File: src/rtl/rc6_decrypt.sv
// RC6-32/ROUNDS/16 iterative decryption core.
// One round per clock; round keys are read live from the expanded-key bus.
module rc6_decrypt #(
  parameter int unsigned ROUNDS = 20
) (
  input  logic                           i_clk,
  input  logic                           i_rst,
  input  logic [32*(2*ROUNDS+4)-1:0]     i_exkey,
  input  logic                           i_key_ok,
  input  logic [127:0]                   i_din,
  input  logic                           i_din_en,
  output logic                           o_ready,
  output logic [127:0]                   o_dout,
  output logic                           o_dout_en,
  output logic                           o_busy
);

  localparam int unsigned NK = 2*ROUNDS + 4;
  localparam int unsigned CW = $clog2(ROUNDS + 1);
  localparam int unsigned IW = $clog2(NK);

  typedef enum logic {IDLE, RUN} state_t;

  state_t          state, state_nx;
  logic [CW-1:0]   cnt;
  logic [31:0]     a_q, b_q, c_q, d_q;
  logic [31:0]     s [NK];
  logic [IW-1:0]   idx_e, idx_o;
  logic [31:0]     na, nb, nc, nd, u, t, a_rnd, c_rnd, b_fin, d_fin;
  logic [31:0]     in_a, in_b, in_c, in_d;
  logic            accept, last;

  function automatic logic [31:0] swap32(input logic [31:0] x);
    return {x[7:0], x[15:8], x[23:16], x[31:24]};
  endfunction

  function automatic logic [31:0] rol32(input logic [31:0] x, input logic [4:0] n);
    return (x << n) | (x >> (6'd32 - {1'b0, n}));
  endfunction

  function automatic logic [31:0] ror32(input logic [31:0] x, input logic [4:0] n);
    return (x >> n) | (x << (6'd32 - {1'b0, n}));
  endfunction

  // f(x) = rol(x*(2x+1), 5); 2x+1 mod 2^32 is just x shifted with a 1 in the LSB
  function automatic logic [31:0] f_mix(input logic [31:0] x);
    logic [31:0] p;
    p = x * {x[30:0], 1'b1};
    return rol32(p, 5'd5);
  endfunction

  // Unpack the round-key bus, S[0] in the most significant word
  always_comb begin
    for (int unsigned k = 0; k < NK; k++) begin
      s[k] = i_exkey[32*(NK-k)-1 -: 32];
    end
  end

  // One inverse round plus post-whitening for the final round
  always_comb begin
    idx_e = IW'({cnt, 1'b0});
    idx_o = IW'({cnt, 1'b1});
    na    = d_q;
    nb    = a_q;
    nc    = b_q;
    nd    = c_q;
    u     = f_mix(nd);
    t     = f_mix(nb);
    c_rnd = ror32(nc - s[idx_o], t[4:0]) ^ u;
    a_rnd = ror32(na - s[idx_e], u[4:0]) ^ t;
    b_fin = nb - s[0];
    d_fin = nd - s[1];
    last  = (cnt == CW'(1));
    in_a  = swap32(i_din[127:96]);
    in_b  = swap32(i_din[95:64]);
    in_c  = swap32(i_din[63:32]);
    in_d  = swap32(i_din[31:0]);
  end

  // State register
  always_ff @(posedge i_clk or posedge i_rst) begin
    if (i_rst) state <= IDLE;
    else       state <= state_nx;
  end

  // Next state and status outputs; acceptance is also held off during the
  // completion-strobe cycle so a block offered then is dropped, not queued
  always_comb begin
    state_nx = state;
    o_ready  = 1'b0;
    o_busy   = 1'b0;
    accept   = 1'b0;
    if (state == IDLE) begin
      o_ready = i_key_ok && !o_dout_en && !i_rst;
      accept  = i_din_en && i_key_ok && !o_dout_en;
      if (accept) state_nx = RUN;
    end else begin
      o_busy = 1'b1;
      if (!i_key_ok || last) state_nx = IDLE;
    end
  end

  // Datapath: pre-whitening on accept, one round per edge, result capture
  always_ff @(posedge i_clk or posedge i_rst) begin
    if (i_rst) begin
      a_q       <= '0;
      b_q       <= '0;
      c_q       <= '0;
      d_q       <= '0;
      cnt       <= '0;
      o_dout    <= '0;
      o_dout_en <= 1'b0;
    end else begin
      o_dout_en <= 1'b0;
      if (state == IDLE) begin
        if (accept) begin
          a_q <= in_a - s[NK-2];
          b_q <= in_b;
          c_q <= in_c - s[NK-1];
          d_q <= in_d;
          cnt <= CW'(ROUNDS);
        end
      end else if (!i_key_ok) begin
        cnt <= '0;
      end else begin
        a_q <= a_rnd;
        c_q <= c_rnd;
        cnt <= cnt - CW'(1);
        if (last) begin
          b_q       <= b_fin;
          d_q       <= d_fin;
          o_dout    <= {swap32(a_rnd), swap32(b_fin), swap32(c_rnd), swap32(d_fin)};
          o_dout_en <= 1'b1;
        end else begin
          b_q <= nb;
          d_q <= nd;
        end
      end
    end
  end

endmodule
File: config.mk
export PLATFORM = sky130hd
export DESIGN_NAME = rc6_decrypt
export DESIGN_NICKNAME = d
export VERILOG_FILES = /design/src/rtl/rc6_decrypt.sv
export SDC_FILE = /design/constraint.sdc
export NUM_CORES = 2
export LEC_CHECK = 0
export BUFFER_PORTS_ARGS = -buffer_cell sky130_fd_sc_hd__buf_4
export CORE_AREA = 5 5 643 645
export CTS_CLUSTER_DIAMETER = 50
export DETAILED_ROUTE_END_ITERATION = 8
export DIE_AREA = 0 0 648 650
export PLACE_DENSITY = 0.43
export SYNTH_ARGS = -nofsm -noshare
export SYNTH_HDL_FRONTEND = slang
export SYNTH_SLANG_ARGS = --single-unit
File: constraint.sdc
create_clock -name i_clk -period 13.51 [get_ports i_clk]
set_input_delay 1.351 -clock i_clk [delete_from_list [all_inputs] [get_ports i_clk]]
set_output_delay 1.351 -clock i_clk [all_outputs]
set_load 0.02 [all_outputs]
==> out/qor.yml <==
status: "finished clean"
via_per_inst: 4.77
holdWs_ns: 0.472
grt_max_degree: 110
ant_nets: 0
drive_gt1_frac: 0.298
hp-class: "reg -> reg"
syn_nets: 10000
cts_inserted_buffers: 61
coreArea_um2: 408000
busiest_layer: "met2"
drv_slew: 0
grt_pass1_vias: 67900
cts_root_buf: "clkbuf_16"
port_buffers: 1670
setup_viol: 0
layout_common_cells: "buf_4, inv_1, fa_1, nand2_1, ha_1"
place_congestion: 1.02
post_cts_resized: 0
fmaxAchievable_mhz: 85.6
max_stage_delay_ns: 1.07
avgRoutedWirePerCell_um: 42.9
cts_buffer_depth: 3
clk_pin_slew_ns: 0.06
nNetsFinal: 11600
synth_seq_area_share: 0.0986
fin_util: 0.220
synth_area_leaders: "fa_1, mux4_2, dfrtp_1, ha_1, inv_1"
synth_top_area_frac: 0.220
h-tree-depth: 2
fin_crit_sh: 0.864
fin_setup_tns_ns: 0
met1_usage: 0.348
finClkSkew_ns: 0.103
vias: 70300
postCtsSetupRepairBufs: 0
grt_pass1_wl_um: 783000
synth_seq_cells: 263
synth-async-reset-ratio: 1.00
drtPass1Iterations: 8
timing.slew.headroom: 0.191
postSynthCellCount: 7316
avgSynthCellArea_um2: 9.12
hpwlAfterDp_um: 571000
grt_util_met3: 0.0889
dieArea_um2: 421000
ctsHoldBuffers: 0
worst_pin_slew_ns: 1.21
num_rows: 235
synth_cell_types: 123
path_common_cell: "fa_1"
synth_edf_count: 0
crit_required_ns: 14.15
cp-start-kind: "flip-flop"
post-route-min-period_ns: 11.68
postRouteWirelength_um: 632000
clock_latency_ns: 0.79
final_common_cell: "buf_4"
syn_to_final_growth_pct: 34.3
drtIter0Drc: 8198
netlist_area_um2: 66700
dieWidth_um: 648
maxCapViolCount: 0
gr-usage-met2: 0.447
critPathCaptureType: "flip-flop"
ys.flop_type: "dfrtp_1"
drc: 0
rsz0062_at_grt: "false"
crit_buf_inv: 7
yosys.area.top_type: "fa_1"
antenna_found_initial: 410
track_usage: 0.290
slowest_stage: "dfrtp_1"
start_util: 0.164
crit_path_max_fanout: 29
yosysWarnings: 0
tritoncts: "yes"
numClockSinks: 263
critical_path_class: "reg -> reg"
ios: 1671
die_y_um: 650
finalHoldViolations: 0
arrival_ns: 12.32
grt_overflow_total: 0
cp_top_family: "adder cells"
## per-layer routing
metal,wire [µm],up-vias
li1,-,28900
met1,241000,36500
met2,280000,3881
met3,59600,894
met4,50300,142
met5,919,-
## worst min-delay path, delay by kind of cell (launching register included)
kind,cells,cell delay (ns)
flip-flops,1,0.33
AND/OR/NAND/NOR,2,0.10
## registers in the layout, summed over array words and instances, names as in the netlist
register and cells:
b_q 32, d_q 32, cnt 5, c_q 32
o_dout 128, o_dout_en 1, state 1, a_q 32
## cell families (layout without fill, tap and decap cells)
family,after synthesis,in the layout,share of synthesized area
mux,674,674,0.184
compound gates,1532,1532,0.148
fa+ha+maj,1186,1186,0.305
other cells,0,355,0
buf+inv,1460,3064,0.0841
flops,263,263,0.0986
xor+xnor,366,366,0.0490
simple gates,1835,1835,0.131
## synthesized netlist by cell type (all sizes together), types with 13 or more instances
master and instances:
inv 1028, fa 735, nand2 733, o21ai 473
ha 451, mux4 437, a21oi 342, clkbuf 330
nor2 312, dfrtp 263, xnor2 259, and2 242
mux2i 202, xor2 107, nand3 106, nor2b 106
a21o 102, buf 100, nor3 94, o211ai 81
a211oi 75, o21a 66, nand2b 55, o22ai 54
a31oi 48, and3 40, mux2 35, or3 33
or2 32, a22oi 31, o21bai 29, nand4 28
a211o 20, a31o 17, o221ai 16, a21boi 15
nor4 14, a221oi 13, nand3b 13, o31a 13
## worst paths after layout
| path | from | endpoint | slack [ns] | depth (start not counted) |
|---|---|---|---|---|
| setup / recovery | c_q[6]$_DFFE_PP0P_ | a_q[26]$_DFFE_PP0P_ | 1.83 | 34 |
| hold / removal | o_dout[65]$_DFFE_PP0P_ | o_dout[65]$_DFFE_PP0P_ | 0.47 | 2 |
| setup reg to reg | c_q[6]$_DFFE_PP0P_ | a_q[26]$_DFFE_PP0P_ | 1.83 | 34 |
| hold reg to reg | o_dout[65]$_DFFE_PP0P_ | o_dout[65]$_DFFE_PP0P_ | 0.47 | 2 |
| max in group asynchronous | i_rst | cnt[0]$_DFFE_PP0P_ | 11.15 | 3 |
| min in group asynchronous | i_rst | b_q[11]$_DFFE_PP0P_ | 0.84 | 2 |
## stage by stage
step	cells	cell area [µm²]	setup slack (ns)
final	14700	89600	1.83
after global routing	14600	89400	1.28
after CTS	14400	88700	1.93
after detailed placement	14300	86600	2.00
after global placement	14300	86600	2.12
after floorplan	7316	66700	3.42
## area by class of cell
class,instances,area [µm²]
Inverter,1030,3890
Multi-Input combinational cell,5593,54700
Sequential cell,263,6610
Antenna cell,355,888
Clock inverter,48,588
Clock buffer,66,1560
Fill cell,45700,318000
Timing Repair Buffer,1920,14600
Tap cell,5451,6820
Power is not shown: default switching activity piles up to over one toggle a cycle in this logic, so the estimate is an artifact.
